===== src/rtl/ps2_scancode_decoder.sv =====
// ps2_scancode_decoder
// Interprets the Set-2 scan-code byte stream coming out of the PS/2 receiver.
// Handles the E0 (extended) and F0 (break) prefixes, tracks shift and
// caps-lock state, and translates non-extended make codes to ASCII. Printable
// characters are queued in a small first-word-fall-through FIFO.
//
// Handshakes:
//   scanCode/scanCodeReady : a byte is taken on the rising edge of
//                            scanCodeReady. Holding it high takes the byte once.
//   charData/charValid/charRead : valid/ready style. charData is the FIFO
//                            head whenever charValid=1. A cycle with
//                            charRead=1 and charValid=1 pops the head at the
//                            clock edge. charRead is ignored while charValid=0.
//
// Ports:
//   clk, rst          clock, synchronous active-low reset
//   scanCode[7:0]     byte from the receiver
//   scanCodeReady     receiver byte-ready level/pulse
//   keyCode[7:0]      final code of the last complete sequence
//   keyExtended       last sequence carried E0
//   keyReleased       last sequence carried F0
//   keyStrobe         one-cycle pulse when the key* outputs change
//   shiftActive       left or right shift held
//   capsLock          caps-lock toggle state
//   charData[7:0]     FIFO head ASCII byte
//   charValid         FIFO non-empty
//   charRead          pop request
//   overflow          sticky: a character was dropped on a full FIFO
//   fsm_state[1:0]    prefix FSM state (0 IDLE, 1 EXT, 2 BRK, 3 EXT_BRK)
module ps2_scancode_decoder #(
  parameter int FIFO_DEPTH = 4,
  localparam int PTR_W = $clog2(FIFO_DEPTH)
) (
  input  logic       clk,
  input  logic       rst,
  input  logic [7:0] scanCode,
  input  logic       scanCodeReady,
  output logic [7:0] keyCode,
  output logic       keyExtended,
  output logic       keyReleased,
  output logic       keyStrobe,
  output logic       shiftActive,
  output logic       capsLock,
  output logic [7:0] charData,
  output logic       charValid,
  input  logic       charRead,
  output logic       overflow,
  output logic [1:0] fsm_state
);

  typedef enum logic [1:0] {IDLE = 2'd0, EXT = 2'd1, BRK = 2'd2, EXT_BRK = 2'd3} state_t;

  state_t           state, next_state;
  logic             ready_prev;
  logic             shift_l, shift_r;
  logic [PTR_W-1:0] wr_ptr, rd_ptr;
  logic [PTR_W:0]   count;
  logic [7:0]       mem [FIFO_DEPTH];

  logic       accept, is_e0, is_f0;
  logic       emit, emit_ext, emit_rel;
  logic [8:0] ascii;
  logic       push_req, pop, full, do_write;

  // Returns {valid, byte}. Modifier keys and unmapped codes are invalid.
  function automatic logic [8:0] to_ascii(input logic [7:0] code,
                                          input logic shift, input logic caps);
    logic [7:0] ch;
    logic       ok;
    ch = 8'h00;
    ok = 1'b1;
    case (code)
      8'h1C: ch = "a";  8'h32: ch = "b";  8'h21: ch = "c";  8'h23: ch = "d";
      8'h24: ch = "e";  8'h2B: ch = "f";  8'h34: ch = "g";  8'h33: ch = "h";
      8'h43: ch = "i";  8'h3B: ch = "j";  8'h42: ch = "k";  8'h4B: ch = "l";
      8'h3A: ch = "m";  8'h31: ch = "n";  8'h44: ch = "o";  8'h4D: ch = "p";
      8'h15: ch = "q";  8'h2D: ch = "r";  8'h1B: ch = "s";  8'h2C: ch = "t";
      8'h3C: ch = "u";  8'h2A: ch = "v";  8'h1D: ch = "w";  8'h22: ch = "x";
      8'h35: ch = "y";  8'h1A: ch = "z";
      8'h45: ch = shift ? ")" : "0";
      8'h16: ch = shift ? "!" : "1";
      8'h1E: ch = shift ? "@" : "2";
      8'h26: ch = shift ? "#" : "3";
      8'h25: ch = shift ? "$" : "4";
      8'h2E: ch = shift ? "%" : "5";
      8'h36: ch = shift ? "^" : "6";
      8'h3D: ch = shift ? "&" : "7";
      8'h3E: ch = shift ? "*" : "8";
      8'h46: ch = shift ? "(" : "9";
      8'h29: ch = 8'h20;
      8'h5A: ch = 8'h0D;
      8'h66: ch = 8'h08;
      8'h0D: ch = 8'h09;
      default: ok = 1'b0;
    endcase
    // Only the letter entries land in 'a'..'z'; caps lock affects just those.
    if (ok && ch >= "a" && ch <= "z" && (shift ^ caps)) ch = ch - 8'h20;
    return {ok, ch};
  endfunction

  assign accept = scanCodeReady & ~ready_prev;
  assign is_e0  = (scanCode == 8'hE0);
  assign is_f0  = (scanCode == 8'hF0);

  always_comb begin
    next_state = state;
    emit       = 1'b0;
    emit_ext   = 1'b0;
    emit_rel   = 1'b0;
    if (accept) begin
      case (state)
        IDLE: begin
          if (is_e0)      next_state = EXT;
          else if (is_f0) next_state = BRK;
          else            emit = 1'b1;
        end
        EXT: begin
          if (is_f0)      next_state = EXT_BRK;
          else if (is_e0) next_state = EXT;
          else begin
            emit       = 1'b1;
            emit_ext   = 1'b1;
            next_state = IDLE;
          end
        end
        BRK: begin
          // A prefix after F0 is malformed: drop the sequence silently.
          next_state = IDLE;
          if (!(is_e0 || is_f0)) begin
            emit     = 1'b1;
            emit_rel = 1'b1;
          end
        end
        default: begin
          next_state = IDLE;
          if (!(is_e0 || is_f0)) begin
            emit     = 1'b1;
            emit_ext = 1'b1;
            emit_rel = 1'b1;
          end
        end
      endcase
    end
  end

  assign ascii     = to_ascii(scanCode, shiftActive, capsLock);
  assign push_req  = emit & ~emit_ext & ~emit_rel & ascii[8];
  assign full      = (count == (PTR_W+1)'(FIFO_DEPTH));
  assign charValid = (count != '0);
  assign pop       = charRead & charValid;
  // On a full FIFO a same-cycle pop frees the slot the push needs.
  assign do_write  = push_req & (~full | pop);

  assign shiftActive = shift_l | shift_r;
  assign charData    = charValid ? mem[rd_ptr] : 8'h00;
  assign fsm_state   = state;

  always_ff @(posedge clk) begin
    if (!rst) begin
      state       <= IDLE;
      ready_prev  <= 1'b0;
      keyCode     <= 8'h00;
      keyExtended <= 1'b0;
      keyReleased <= 1'b0;
      keyStrobe   <= 1'b0;
      shift_l     <= 1'b0;
      shift_r     <= 1'b0;
      capsLock    <= 1'b0;
      wr_ptr      <= '0;
      rd_ptr      <= '0;
      count       <= '0;
      overflow    <= 1'b0;
    end else begin
      ready_prev <= scanCodeReady;
      state      <= next_state;
      keyStrobe  <= emit;
      if (emit) begin
        keyCode     <= scanCode;
        keyExtended <= emit_ext;
        keyReleased <= emit_rel;
      end
      if (emit && !emit_ext) begin
        if (scanCode == 8'h12) shift_l <= ~emit_rel;
        if (scanCode == 8'h59) shift_r <= ~emit_rel;
        if (scanCode == 8'h58 && !emit_rel) capsLock <= ~capsLock;
      end
      if (do_write) wr_ptr <= wr_ptr + 1'b1;
      if (pop)      rd_ptr <= rd_ptr + 1'b1;
      case ({do_write, pop})
        2'b10:   count <= count + 1'b1;
        2'b01:   count <= count - 1'b1;
        default: count <= count;
      endcase
      if (push_req && full && !pop) overflow <= 1'b1;
    end
  end

  always_ff @(posedge clk) begin
    if (do_write) mem[wr_ptr] <= ascii[7:0];
  end

endmodule


===== config.mk =====
export PLATFORM = sky130hd
export DESIGN_NAME = ps2_scancode_decoder
export DESIGN_NICKNAME = d
export VERILOG_FILES = /design/src/rtl/ps2_scancode_decoder.sv
export SDC_FILE = /design/constraint.sdc
export NUM_CORES = 1
export LEC_CHECK = 0
export CAP_MARGIN = 25
export CORE_ASPECT_RATIO = 2
export CORE_MARGIN = 3
export CORE_UTILIZATION = 45
export CTS_BUF_LIST = sky130_fd_sc_hd__clkbuf_8 sky130_fd_sc_hd__clkbuf_16
export DETAILED_ROUTE_END_ITERATION = 10
export DONT_BUFFER_PORTS = 1
export GPL_TIMING_DRIVEN = 0
export SLEW_MARGIN = 20
export SYNTH_ARGS = -nofsm -noshare
export SYNTH_HDL_FRONTEND = slang
export SYNTH_SLANG_ARGS = --single-unit

===== constraint.sdc =====
create_clock -name clk -period 4.4 [get_ports clk]
set_input_delay 0.88 -clock clk [delete_from_list [all_inputs] [get_ports clk]]
set_output_delay 0.88 -clock clk [all_outputs]
set_load 0.01 [all_outputs]

Word level (Yosys, flattened, before mapping)
Memory sizes are Yosys's and may differ from the RTL's. A register that Yosys moved wholly into a read port is not among the register bits.
Cells that the tools add are included.
W data, S select, Z words.
Operators by class
  $add $sub $neg: 5
  multipliers: 0
  div/mod/pow operators: 0
  magnitude comparators: 2
  equal/unequal tests: 51
  shift operators: 0
  multiplexer cells: 35
  bitwise gates (word level): 14
  reductions and logical operators: 21
Operators with widths (number)
  $pmux W7 S40: 1
  $eq A8 B6 Y1 const B: 23
  $eq A8 B7 Y1 const B: 11
  $eq A8 B5 Y1 const B: 8
  $mux W5: 8
  $reduce_or A40 Y1: 1
  $eq A8 B8 Y1 const B: 2
  $mux W8: 2
  $mux W7: 2
  $mux W1: 13
  $mux W2: 5
  $eq A8 B4 Y1 const B: 1
  $ge A8 B7 Y1 const B: 1
  $le A8 B7 Y1 const B: 1
  $reduce_and A2 Y1: 4
  $sub A8 B6 Y8 const B: 1
  $logic_and A1 B1 Y1: 7
  $and A1 B1 Y1: 6
  $pmux W3 S2: 1
  $not A1 Y1: 5
  $add A2 B1 Y2 const B: 2
  $eq A2 B1 Y1 const B: 2
  $eq A2 B2 Y1 const B: 2
  $pmux W1 S2: 2
  other kinds (13): 17
Word-level totals
  bits in registers: 25
  latch bits: 0
  bits in writable memories: 32
  ROM bits: 0
  input bits: 12
  output and inout bits: 25
  logic and storage cells: 142
  memories kept: 1
Memory list
  mem: words 4, bits a word 8, read ports 1, clocked after memory_dff 1, write ports 1, RTL line 58  | logic [7:0] mem [FIFO_DEPTH];

Logic depth before layout (Yosys ltp)
Gate-level depths: netlist of the first run.
  word-level depth: 12
  mapped depth: 12

Least setup slack after synthesis of the first run
No wires, ideal clock.
  path kind: input -> register
  start point: input scanCode[4]
  end point: register count[2]
  library setup time: 0.072 ns
  arrival: 3.365 ns
  data required time: 4.328 ns
  path slack: 0.963 ns
  stages on the path: 11
  path buffers: 1
  cell sequence: buf_2 and4b_1 o21a_1 or4_1 and4bb_4 a21o_1 nand2_1 fa_1 and2_1 a22oi_2 mux2i_1
On the way
  cells in the longest elaborated chain, start to end: 12
Ends and longest elaborated chain
  from (decl): RTL line 36  | input logic [7:0] scanCode,
  $eq A8 B8 Y1 (on tied branches): RTL line 102, 103
  $mux W1 / $logic_or A1 B1 Y1 (equally long branches): RTL line 119, 129, 136
  $mux W1 (on tied branches): RTL line 118, 129, 136
  $pmux W1 S2: RTL line 111  | case (state)
  $mux W1: RTL line 110  | if (accept) begin
  $not A1 Y1: RTL line 147  | assign push_req = emit & ~emit_ext & ~emit_rel & ascii[8];
  $and A1 B1 Y1 (2 in series): RTL line 147
  $and A1 B1 Y1 (*): RTL line 147
  $and A1 B1 Y1 (*): RTL line 152  | assign do_write = push_req & (~full | pop);
  $eq A2 B1 Y1 / $eq A2 B2 Y1 (equally long branches): RTL line 189  | case ({do_write, pop})
  $pmux W3 S2 / $reduce_bool A2 Y1 (equally long branches)
  to (signal assigned): RTL line 190  | 2'b10: count <= count + 1'b1;
  to (signal assigned): RTL line 191  | 2'b01: count <= count - 1'b1;
  to (signal assigned): RTL line 192  | default: count <= count;
  to (decl): RTL line 57  | logic [PTR_W:0] count;
Mark *: on every way between the ends. The rest lies on a longest branch, timed or not.
A chain may end at the register's enable or synchronous reset.

Worst setup path in the final report of the first run
  start point: input scanCode[4]
  end point: memory mem[2][7] (data pin)
On the way
  cells in the longest elaborated chain, start to end: 7
Ends and longest elaborated chain
  $eq A8 B4 Y1 (tied with other cells): RTL line 72  | case (code)
  $pmux W7 S40 / $reduce_or A40 Y1 (equally long branches)
  $ge A8 B7 Y1 / $mux W1 (equally long branches): RTL line 97, 72
  $logic_and A1 B1 Y1 (3 in series): RTL line 97  | if (ok && ch >= "a" && ch <= "z" && (shift ^ caps)) ch = ch - 8'h20;
  $mux W8 (*): RTL line 97
  named net ascii[7]: RTL line 62  | logic [8:0] ascii;
  to (decl): RTL line 58
The timed path passes the listed nets; every way through them passes the cells marked *.

==> summary.md, run 1 <==
| Metric | Value |
|---|---|
| Worst clock skew | `a little over 0.006 ns` |
| Post-Synth XOR/XNOR Area | `0.01426` |
| Syn Inst Count | `364` |
| Vias in the first global route | `between 2000 and 3000` |
| Area growth from synthesis to layout | `13.27%` |
| Core ar. | `approximately 0.0079 mm^2` |
| First-pass GRT wire length | `16160 um` |
| Distinct cells, synth | `a little over 70` |
| Asr flop ratio synth | `0` |
| Total of max-cap violations | `0` |
| Peak Freq | `around 280 MHz` |
| Die X | `70.00 um` |
| Top_reg_cell synth | `edfxtp_1` |
| Cts hold-fix bufs | `0` |
| Clock root cell | `clkbuf_16` |
| Vias | `between 2000 and 3000` |
| Starting Density | `0.4641` |
| Mapped Nets | `between 300 and 400` |
| Period utilization | `0.8136` |
| Buf/Inv on CP | `3` |
| HP Class | `reg -> reg` |
| Post-DP HPWL | `about 8300 um` |
| Synth Warn # | `0` |
| Drt via density | `about 6` |
| Area share of fa/ha/maj cells after synthesis | `0.02240` |
| Crit path DAT | `approximately 3.6 ns` |
| Most common cell on crit path | `nor3b_1` |
| Critical Path Source Type | `primary input` |
| Worst Path Required | `4.43 ns` |
| N_diodes | `0` |
| Non-Filler Instances | `between 400 and 500` |
| Crit-path leading delay family | `simple AND/OR/NAND/NOR gates` |
| Final GP Congestion | `0.9788` |
| Largest family of logic cells by synthesized area | `simple AND/OR/NAND/NOR gates` |
| NumNets Final | `approximately 400` |
| Max H-tree Level | `3` |
| Antenna violations before repair | `0` |
| Unrepaired setup endpoints after global routing | `false` |
| Die area | `about 0.0094 mm^2` |
| Fraction of layout cells with a size suffix above 1 | `0.1492` |
| IO buf count | `0` |
| First DRT Iteration DRCs | `between 150 and 200` |
| Die Ht | `between 100 and 150 um` |
| CTS tree | `built` |
| Worst Max-Slew Pin Slew | `about 0.95 ns` |
| Final Max Tran Viols | `0` |
| Synth Area in Compound Gates | `0.1521` |
| Post-CTS Setup Inserts | `0` |
| CTS Sinks | `59` |
| Clk buf depth | `2` |
| Hold Vio Cnt, Final | `0` |
| WL per Instance | `around 22 um` |
| Synth Cell Area | `around 0.0037 mm^2` |
| Antenna Violating Nets Remaining | `0` |
| DRC viols | `0` |
| GRT Total Usage | `0.2302` |
| Post-Syn Area per Cell | `roughly 10 um^2` |
| CP Max Fanout | `10` |
| Setup tns final | `0 ns` |
| Final setup vio count | `0` |
| Multiplexer share of the synthesized area | `0.08995` |
| Clk slew on worst S/H paths | `approximately 0.05 ns` |
| Simple-gate portion of the synthesized area | `0.2566` |
| Pwr per Cell Area | `432.8 mW/mm^2` |
| Seq/Total Area, Yosys | `0.4073` |
| Worst-Skew Late Latency | `0.32 ns` |
| Fin crit period | `3.580 ns` |
| Relative max-transition margin | `0.3620` |
| Maximum VDD drop | `0.1859 mV` |
| Post-synth EDFFs | `32` |
| Lkg Pwr | `~0.0014 uW` |
| Worst path slowest cell | `nor3b_1` |
| Commonest non-fill, non-tap cells in the layout | `edfxtp_1 (32), dfxtp_1 (27), nor2b_1 (23), nor2_1 (22), nand2_1 (20)` |
| Critical path type | `in -> reg` |
| Routed WL | `between 10000 and 15000 um` |
| Pin count of the biggest net entering global routing | `11` |
| Most common cell after layout, fill and taps aside | `edfxtp_1` |
| Num ports | `37` |
| Register bit total from synthesis | `59` |
| Status | `complete, no violations` |
| Cell Count Post-Placement | `about 460` |
| CP Capture Type | `register` |
| # resized after CTS | `0` |
| Overflow after GRT | `0` |
| Largest stage delay, worst path | `0.74 ns` |
| Pre-Repair DR Iteration Count | `4` |
| CP Cell Sequence | `buf_2 > buf_4 > clkbuf_1 > nor3b_1 > nand3_1 > nand3b_1 > nor4_1 > nand2b_1 > nor3b_1` |
| Rows | `46` |
| Inserted Clock Buffers | `9` |
routing by layer:
metal	track usage	vias to the layer above	wire (um)
li1	-	1382	-
met1	0.1871	1405	3123
met2	0.4563	112	5965
met3	0.04351	47	466
met4	0.1780	0	836
met5	0	-	0
path summary, 6_finish.rpt:
check,start,endpoint,slack [ns],depth (start not counted)
worst min register to register,count[2],count[2],0.51,2
worst min-delay path,count[2],count[2],0.51,2
worst max-delay path,scanCode[4],mem[2][7],0.82,9
worst max register to register,shift_r,mem[2][7],1.35,7
cell type report:
class                           instances  area [um^2]
Timing Repair Buffer                    2        7.507
Buffer                                 32        170.2
Sequential cell                        59         1501
Tap cell                               96        120.1
Clock buffer                            9        225.2
Inverter                               11        41.29
Clock inverter                          7        131.4
Fill cell                             714         3767
Multi-Input combinational cell        262         1978
worst register-to-register path: cells and delay by family, from the launching register on:
kind	cells	cell delay, ns
DFF	1	0.31
and+or+nand+nor	5	1.90
buffers and inverters	1	0.32
adders and majority gates	1	0.23
stage by stage:
stage,area (um^2),total power [uW],hold WS [ns],setup WS [ns],util
after detailed placement,3819,996.1,0.4955,0.5594,0.4808
after CTS,4175,1825,0.5084,0.8574,0.5257
after global placement,3806,981.2,0.4727,0.5075,0.4792
after global routing,4175,1874,0.5291,0.6712,0.5257
after floorplan,3686,913.3,0.4549,0.9632,-
final,4175,1807,0.5073,0.8203,0.5257
logic make-up after synthesis:
group / Yosys count
buffers and inverters: 43
multiplexers: 23
adder cells (fa/ha/maj): 6
AO/OA/AOI/OAI: 69
flip-flops: 59
XOR/XNOR: 6
AND/OR/NAND/NOR: 158
cell usage after synthesis, types with 4 or more instances:
| cell | n | area share |
|---|---|---|
| nand3_1 | 9 | 0.012 |
| nor2b_1 | 23 | 0.039 |
| mux2i_1 | 14 | 0.038 |
| dfxtp_1 | 27 | 0.15 |
| ha_1 | 5 | 0.017 |
| inv_1 | 11 | 0.011 |
| nor3_1 | 13 | 0.018 |
| mux4_2 | 8 | 0.049 |
| nor4b_1 | 4 | 0.0095 |
| nor3b_1 | 4 | 0.0081 |
| edfxtp_1 | 32 | 0.26 |
| clkbuf_1 | 15 | 0.015 |
| nor4_1 | 10 | 0.017 |
| buf_2 | 7 | 0.0095 |
| nor2_1 | 22 | 0.022 |
| a21oi_1 | 11 | 0.015 |
| nand2_1 | 20 | 0.020 |
| buf_6 | 4 | 0.012 |
| xnor2_1 | 4 | 0.0095 |
| nand2b_1 | 12 | 0.020 |
| o21ai_0 | 12 | 0.016 |
| and2_1 | 13 | 0.022 |
| nand3b_1 | 5 | 0.010 |
power breakdown:
group	switching, uW	total (uW)	leakage [uW]	internal, uW
logic	212	348	0.000762	136
registers	21.9	631	0.000507	609
clock network	224	828	0.000176	603
total	459	1810	0.00145	1350
flip-flops by register name, indices dropped and copies added, names as in the netlist, 2 cells and up, named ones only:
register   flops
count          3
fsm_state      2
keyCode        8
mem           32
rd_ptr         2
wr_ptr         2
No activity file was read; power rests on OpenSTA's default activity.
==> run 2: changes to the inputs <==
==> constraint.sdc (replaced) <==
create_clock -name clk -period 3.21 [get_ports clk]
set_input_delay 0.642 -clock clk [delete_from_list [all_inputs] [get_ports clk]]
set_output_delay 0.642 -clock clk [all_outputs]
set_load 0.01 [all_outputs]
==> run 2 against run 1 <==
Effect of this change: first-iteration DRC count rose by 2.5%; wire length about the same; sequential share of layout area is 0.49 points lower; die area is the same; sequential cell count stayed put; clock power rose by 36%; hold slack lost 0.055 ns; register-to-register slack lost 1.0 ns; critical path type unchanged; largest cell class unchanged; highest routed layer unchanged.
==> summary.md, run 2 (synthesized netlist as in run 1, its figures left out) <==
| Metric | Value |
|---|---|
| Status | `complete, no violations` |
| Reg with most FFs | `mem` |
| Final Power | `approximately 2500 uW` |
| Critical path type | `in -> reg` |
| Peak Freq | `325.4 MHz` |
| Num ports | `37` |
| Final Max Tran Viols | `0` |
| Pre-Repair DR Iteration Count | `5` |
| Final setup vio count | `0` |
| Relative max-transition margin | `0.4384` |
| Clk slew on worst S/H paths | `around 0.050 ns` |
| Hold Vio Cnt, Final | `0` |
| Inserted Clock Buffers | `9` |
| Period utilization | `0.9574` |
| GRT Total Usage | `0.2302` |
| Area of the multi-input gates | `between 0.002 and 0.0025 mm^2` |
| Largest stage delay, worst path | `between 0.5 and 0.6 ns` |
| First DRT Iteration DRCs | `165` |
| Vias in the first global route | `2938` |
| Commonest non-fill, non-tap cells in the layout | `edfxtp_1 (32), dfxtp_1 (27), nor2b_1 (23), nor2_1 (22), nand2_1 (20)` |
| Drt via density | `between 6 and 7` |
| Unrepaired setup endpoints after global routing | `true` |
| Cell Count Post-Placement | `approximately 460` |
| Clock root cell | `clkbuf_16` |
| Pin count of the biggest net entering global routing | `11` |
| Worst Max-Slew Pin Slew | `between 0.8 and 0.9 ns` |
| Worst clock skew | `just over 0.006 ns` |
| Post-DP HPWL | `8284 um` |
| CP Capture Type | `register` |
| Vias | `between 2000 and 3000` |
| Setup tns final | `0 ns` |
| DRC viols | `0` |
| Top flop regs | `mem (32), keyCode (8), count (3)` |
| Maximum VDD drop | `0.2548 mV` |
| Die area | `around 0.0094 mm^2` |
| Clk buf depth | `2` |
| CP Cell Sequence | `buf_2 > and4b_1 > o21a_1 > or4_1 > and4bb_4 > a21o_4 > nand2_1 > fa_1 > and2_1 > a22oi_2 > mux2i_1` |
| Placed cell areas | `approximately 0.0038 mm^2` |
| Pwr per Cell Area | `between 500 and 600 mW/mm^2` |
| HP Class | `in -> reg` |
| Most common cell after layout, fill and taps aside | `edfxtp_1` |
| IO buf count | `0` |
| Rows | `46` |
| CP Max Fanout | `8` |
| Fin crit period | `around 3.1 ns` |
| Fin worst setup slack | `0.1368 ns` |
| NumNets Final | `395` |
| N_diodes | `0` |
| WL per Instance | `between 20 and 25 um` |
| Worst Path Required | `3.45 ns` |
| Die Ht | `roughly 130 um` |
| Max H-tree Level | `3` |
| Starting Density | `0.4641` |
| Critical Path Source Type | `primary input` |
| Core ar. | `~0.008 mm^2` |
| Worst-Skew Late Latency | `roughly 0.32 ns` |
| Overflow after GRT | `0` |
| Antenna Violating Nets Remaining | `0` |
| Antenna violations before repair | `0` |
| CTS Sinks | `a little under 60` |
| Crit path DAT | `3.32 ns` |
| Total of max-cap violations | `0` |
| Worst path slowest cell | `or4_1` |
| Non-Filler Instances | `around 480` |
| Max FFs per register | `32` |
| Area growth from synthesis to layout | `14.83%` |
| Finished layout cell area | `between 0.004 and 0.005 mm^2` |
| Fraction of layout cells with a size suffix above 1 | `0.1832` |
| Reg area | `around 0.0015 mm^2` |
| Number of fillers in the final layout | `between 700 and 800` |
| First-pass GRT wire length | `about 16000 um` |
| Cts hold-fix bufs | `0` |
| Final GP Congestion | `between 0.9 and 1` |
| Die X | `70.00 um` |
| CTS tree | `built` |
| Pre-CTS setup slack | `-0.3926 ns` |
| Routed WL | `~10000 um` |
| Lkg Pwr | `approximately 0.0015 uW` |
## run 2: timing repair
action | in CTS | in global routing
resized for setup | 6 | 9
hold endpoints to repair | 0 | 0
setup endpoints to repair | 37 | 42
setup buffers | 0 | 0
## run 2: where the power goes
part           switching (uW)  total, uW  internal, uW  leakage [uW]
Sequential               29.9        865           835      0.000507
Clock                     307       1130           827      0.000176
Combinational             293        482           188      0.000788
## run 2: cell type report
class / count / share of cell area
Multi-Input combinational cell: 262 / 0.4798
Sequential cell: 59 / 0.3547
Clock buffer: 9 / 0.05321
Buffer: 32 / 0.04138
Clock inverter: 7 / 0.03104
Tap cell: 96 / 0.02838
Inverter: 11 / 0.009755
Timing Repair Buffer: 2 / 0.001774
## run 2: critical path, delay by kind of cell
family                   cells  cell delay (ns)
buffers and inverters        1             0.16
multiplexers                 1             0.20
adder cells (fa/ha/maj)      1             0.40
AND/OR/NAND/NOR              5             1.42
AO/OA/AOI/OAI                3             0.49
## run 2: worst paths after layout
path,from,endpoint,slack (ns),cells past startpoint
worst max-delay path,scanCode[4],count[2],0.14,11
worst min-delay path,scanCodeReady,ready_prev,0.45,1
worst max register to register,shift_r,mem[2][6],0.34,7
worst min register to register,count[2],count[2],0.51,2
## run 2: layer usage
| metal | GRT usage | vias to the layer above | wire [um] |
|---|---|---|---|
| met2 | 0.4557 | 105 | 5994 |
| li1 | - | 1383 | - |
| met1 | 0.1886 | 1417 | 3202 |
| met4 | 0.1791 | 0 | 787 |
| met5 | 0 | - | 0 |
| met3 | 0.04126 | 41 | 404 |
## run 2: metrics by stage
step           hold WS, ns    util
2_1_floorplan       0.4549       -
3_3_place_gp        0.4727  0.4792
3_5_place_dp        0.4955  0.4808
4_1_cts             0.4446  0.5291
5_1_grt             0.4489  0.5329
6_report            0.4525  0.5329
==> run 3: changes to the inputs <==
--- a/config.mk
+++ b/config.mk
@@ -5,7 +5,7 @@
 export SDC_FILE = /design/constraint.sdc
 export NUM_CORES = 1
 export LEC_CHECK = 0
-export CAP_MARGIN = 25
+export CAP_MARGIN = 0
 export CORE_ASPECT_RATIO = 2
 export CORE_MARGIN = 3
 export CORE_UTILIZATION = 45
@@ -17,3 +17,4 @@
 export SYNTH_ARGS = -nofsm -noshare
 export SYNTH_HDL_FRONTEND = slang
 export SYNTH_SLANG_ARGS = --single-unit
+export TNS_END_PERCENT = 50
==> run 3 against run 2 <==
Effect of this change: non-clock buffer count shrank 3; clock skew increased by 0.0014 ns; total power fell by 8.6%; critical path type unchanged; hold slack improved by 0.0037 ns.
==> summary.md, run 3 (synthesized netlist as in run 1, its figures left out) <==
| Metric | Value |
|---|---|
| Status | `complete, no violations` |
| Die X | `around 70 um` |
| Reg area | `0.001501 mm^2` |
| Hold Vio Cnt, Final | `0` |
| Inserted Clock Buffers | `9` |
| Relative max-transition margin | `0.4387` |
| Fin worst setup slack | `0.1524 ns` |
| Worst Path Required | `roughly 3.2 ns` |
| Non-Filler Instances | `roughly 480` |
| Antenna Violating Nets Remaining | `0` |
| N_diodes | `0` |
| Drt via density | `slightly above 6` |
| Pre-CTS setup slack | `-0.4077 ns` |
| Die Ht | `roughly 130 um` |
| Final Max Tran Viols | `0` |
| Max H-tree Level | `3` |
| WL per Instance | `roughly 22 um` |
| Core ar. | `between 0.007 and 0.008 mm^2` |
| Finished layout cell area | `between 0.004 and 0.005 mm^2` |
| Peak Freq | `327.1 MHz` |
| Area growth from synthesis to layout | `12.93%` |
| Pre-Repair DR Iteration Count | `4` |
| Power Internal | `roughly 1600 uW` |
| Number of fillers in the final layout | `approximately 730` |
| Final GP Congestion | `0.9788` |
| Worst-Skew Late Latency | `around 0.32 ns` |
| CP Max Fanout | `10` |
| Lkg Pwr | `around 0.0014 uW` |
| Starting Density | `0.4641` |
| Fin crit period | `between 3 and 4 ns` |
| Rows | `between 40 and 50` |
| Commonest non-fill, non-tap cells in the layout | `edfxtp_1 (32), dfxtp_1 (27), nor2b_1 (23), nor2_1 (22), nand2_1 (20)` |
| Post-CTS Setup Inserts | `0` |
| Clk buf depth | `2` |
| Sequential power share | `0.382` |
| Worst Max-Slew Pin Slew | `between 0.8 and 0.9 ns` |
| Most common cell after layout, fill and taps aside | `edfxtp_1` |
| CP Capture Type | `register` |
| Cts hold-fix bufs | `0` |
| Critical path type | `in -> reg` |
| Reg-to-reg setup timing slack | `about 0.37 ns` |
| First-pass GRT wire length | `between 15000 and 20000 um` |
| Placed cell areas | `0.003811 mm^2` |
| IO buf count | `0` |
| Clock root cell | `clkbuf_16` |
| CTS Sinks | `59` |
| Crit path DAT | `around 3.0 ns` |
| Fraction of layout cells with a size suffix above 1 | `0.1900` |
| Maximum VDD drop | `0.2452 mV` |
| Pwr per Cell Area | `545.1 mW/mm^2` |
| Critical Path Source Type | `primary input` |
| Pin count of the biggest net entering global routing | `12` |
| HP Class | `in -> reg` |
| Worst clock skew | `about 0.0076 ns` |
| Post-DP HPWL | `between 8000 and 9000 um` |
| Switching share of power | `0.2867` |
| Period utilization | `0.9525` |
| Reg with most FFs | `mem` |
| First DRT Iteration DRCs | `between 150 and 200` |
| Clk pwr share | `0.406` |
| Overflow after GRT | `0` |
| Vias in the first global route | `between 3000 and 4000` |
| CTS tree | `built` |
| Routed WL | `~10000 um` |
| Worst reg2reg path startpoint | `shift_r` |
| Clk slew on worst S/H paths | `about 0.050 ns` |
| Worst hold start | `scanCodeReady` |
| Vias | `around 3000` |
| Crit path launch | `scanCode[5]` |
| Psw | `around 650 uW` |
| NumNets Final | `~400` |
| Final setup vio count | `0` |
| Max FFs per register | `32` |
| GRT Total Usage | `0.2303` |
| Total of max-cap violations | `0` |
| Top flop regs | `mem (32), keyCode (8), count (3)` |
| Num ports | `37` |
| Unrepaired setup endpoints after global routing | `false` |
| Antenna violations before repair | `0` |
| Cell Count Post-Placement | `460` |
| Comb pwr share | `0.212` |
| Area of the multi-input gates | `0.002036 mm^2` |
| DRC viols | `0` |
| Die area | `0.009379 mm^2` |
## run 3: changes by cell type in the layout (fill, tap and decap cells not counted), moves of 2 or more
cell / change
clkinv_2: +3
clkinvlp_4: +2
bufinv_16: -3
clkinv_1: -2
buf_1: -2
## run 3: path summary, 6_finish.rpt
kind	to	depth (start not counted)
worst max-delay path	mem[0][6]	7
worst min-delay path	ready_prev	1
worst max register to register	mem[3][6]	7
worst min register to register	shift_l	1
## run 3: worst max-delay path, cell delays in order
cell	delay, ns
buf_4	0.15
or4b_4	0.53
o32ai_1	0.49
nor4_2	0.13
o211a_2	0.19
a211oi_4	0.41
and2_1	0.47
## run 3: power by group through the flow
stage	combinational [uW]	clock, uW	sequential [uW]
4_1_cts	487	933	865
3_3_place_gp	469	0	876
5_1_grt	526	966	870
6_report	481	920	867
3_5_place_dp	483	0	880
2_1_floorplan	381	0	870
## run 3: area by class of cell
cell class / count / area share
clock buffers: 9 / 0.05410
flip-flops and latches: 59 / 0.3607
multi-input cells: 262 / 0.4890
inverters: 11 / 0.009919
well taps: 96 / 0.02885
clock inverters: 7 / 0.01653
plain buffers: 31 / 0.04088
## run 3: repair_timing
action	4_1_cts	5_1_grt
gates cloned	0	0
resized for setup	6	7
endpoints found under the setup margin	37	41
hold endpoints to repair	0	0
## run 3: through the flow
stage	utilization	total power (uW)	hold slack, ns	TNS, ns
3_3_place_gp	0.4792	1345	0.4727	-16.66
2_1_floorplan	-	1252	0.4549	0
3_5_place_dp	0.4798	1363	0.4955	-14.54
6_report	0.5241	2269	0.4562	0
5_1_grt	0.5241	2362	0.4523	0
4_1_cts	0.5210	2285	0.4544	0
## run 3: layer usage
layer  vias to the layer above  global-route usage  part of all wire
met5                         -                   0                 0
met4                         0              0.1834             0.086
met3                        49             0.04276             0.036
met2                       101              0.4510              0.57
met1                      1422              0.1902              0.31
li1                       1383                   -                 -
==> edit (settings of run 3) <==
`FIFO_DEPTH`: 4 -> 2.
--- a/src/rtl/ps2_scancode_decoder.sv
+++ b/src/rtl/ps2_scancode_decoder.sv
@@ -28,7 +28,7 @@
 //   overflow          sticky: a character was dropped on a full FIFO
 //   fsm_state[1:0]    prefix FSM state (0 IDLE, 1 EXT, 2 BRK, 3 EXT_BRK)
 module ps2_scancode_decoder #(
-  parameter int FIFO_DEPTH = 4,
+  parameter int FIFO_DEPTH = 2,
   localparam int PTR_W = $clog2(FIFO_DEPTH)
 ) (
   input  logic       clk,
Function: changed (a bounded check fails within 10 cycles, from zero or initial values and one cycle with rst low).
==> edit against run 3 <==
Worst setup slack better by 71 ps. Total power down 50%. Design area fell by 34%. Via count is 19% lower. Routed wire length down 26%. Sequential cell count is 20 lower. Area after synthesis is 30% lower. Critical path depth grew 2. Critical path type unchanged. Largest cell class unchanged.
==> edit: results (changes against run 3) <==
| Metric | Value |
|---|---|
| Metal3 WL | `399 microns (+6.4%)` |
| Num CTS Buffers | `5 (-4)` |
| Crit. Startpoint | `scanCode[1]` |
| Largest registers | `mem (16), keyCode (8)` |
| Pleak | `0.9673 nW (-32%)` |
| Skew final | `11.25 ps (+3.645 ps)` |
| Number of global-route vias before repair | `2349 (-22%)` |
| Post-CTS resize count | `0 (-6)` |
| Met1 GRT Util | `24.31% (+5.3 points)` |
| Post-synthesis sequential area ratio | `36.26% (-4.5 points)` |
| CTS clock-pin slew for the worst setup and hold paths | `80 ps (+30 ps)` |
| Pin count of the biggest net entering global routing | `14 (+2)` |
| Met2 usage | `41.47% (-3.6 points)` |
| Cell variety after synth | `64 (-9.9%)` |
| Worst slack at placement | `-55.72 ps (+352.0 ps)` |
| Top cells by count, synth | `nor2_1, nand2_1, dfxtp_1` |
| Crit Reg-Reg Startpoint | `ready_prev` |
| Tot GR Track Use | `23.52% (+0.49 points)` |
| Metal2 WL | `4016 microns (-32%)` |
| R2R depth | `8 (+1)` |
| Routing usage on met3 | `4.304% (+0.027 points)` |
| Critical Path Sink | `count[1]` |
| Placed instance area | `0.002670 sq mm (-30%)` |
| Root buffer cell | `clkbuf_8` |
| Reg-to-reg slack, setup | `490 ps (+120 ps)` |
| Core Region | `0.005515 sq mm (-31%)` |
| Hold WS | `462.2 ps (+5.976 ps)` |
| Share of cells above drive strength 1 | `10.69% (-8.3 points)` |
| Post-Syn Nets | `324 (-15%)` |
| Finished Layout Cells | `378 (-20%)` |
| HPWL Detailed | `5853 microns (-29%)` |
| Crit-path max cell delay | `610 ps (+80 ps)` |
| Worst slew margin | `55.08% (+11 points)` |
| # H-tree levels | `2 (-1)` |
| Placed cells | `370 (-20%)` |
| Slowest-stage cell, CP | `a221oi_1` |
| Clk_lat worst skew | `300 ps (-20 ps)` |
| Fin worst setup slack | `223.0 ps (+70.66 ps)` |
| Status | `complete, no violations` |
-- edit: cell types whose count changed in the layout (fill, tap and decap cells not counted), sizes merged, moves of 7 or more --
cell	before	now
nor2b	23	7
edfxtp	32	16
clkbuf	24	17
nor2	22	38
and2	13	3
nand2	20	36
a21oi	12	22
mux4	8	0
-- edit: cell type report --
cell class / count / area [sq um]
fillers: 568 / 2748
well taps: 60 / 75.07
clock buffers: 6 / 82.58
clock inverters: 2 / 15.01
inverters: 8 / 30.03
multi-input cells: 241 / 1518
plain buffers: 22 / 106.4
flip-flops and latches: 39 / 940.9
-- edit: power by group --
part,switching (mW),internal (mW)
registers,0.0159,0.537
logic,0.149,0.0781
clock network,0.171,0.176
-- edit: cells by family after synthesis --
group / synth area share, %
multiplexers: 4.243
buffers and inverters: 5.256
AO/OA/AOI/OAI: 20.88
XOR/XNOR: 2.363
adder cells (fa/ha/maj): 0.9642
AND/OR/NAND/NOR: 30.04
flip-flops: 36.26
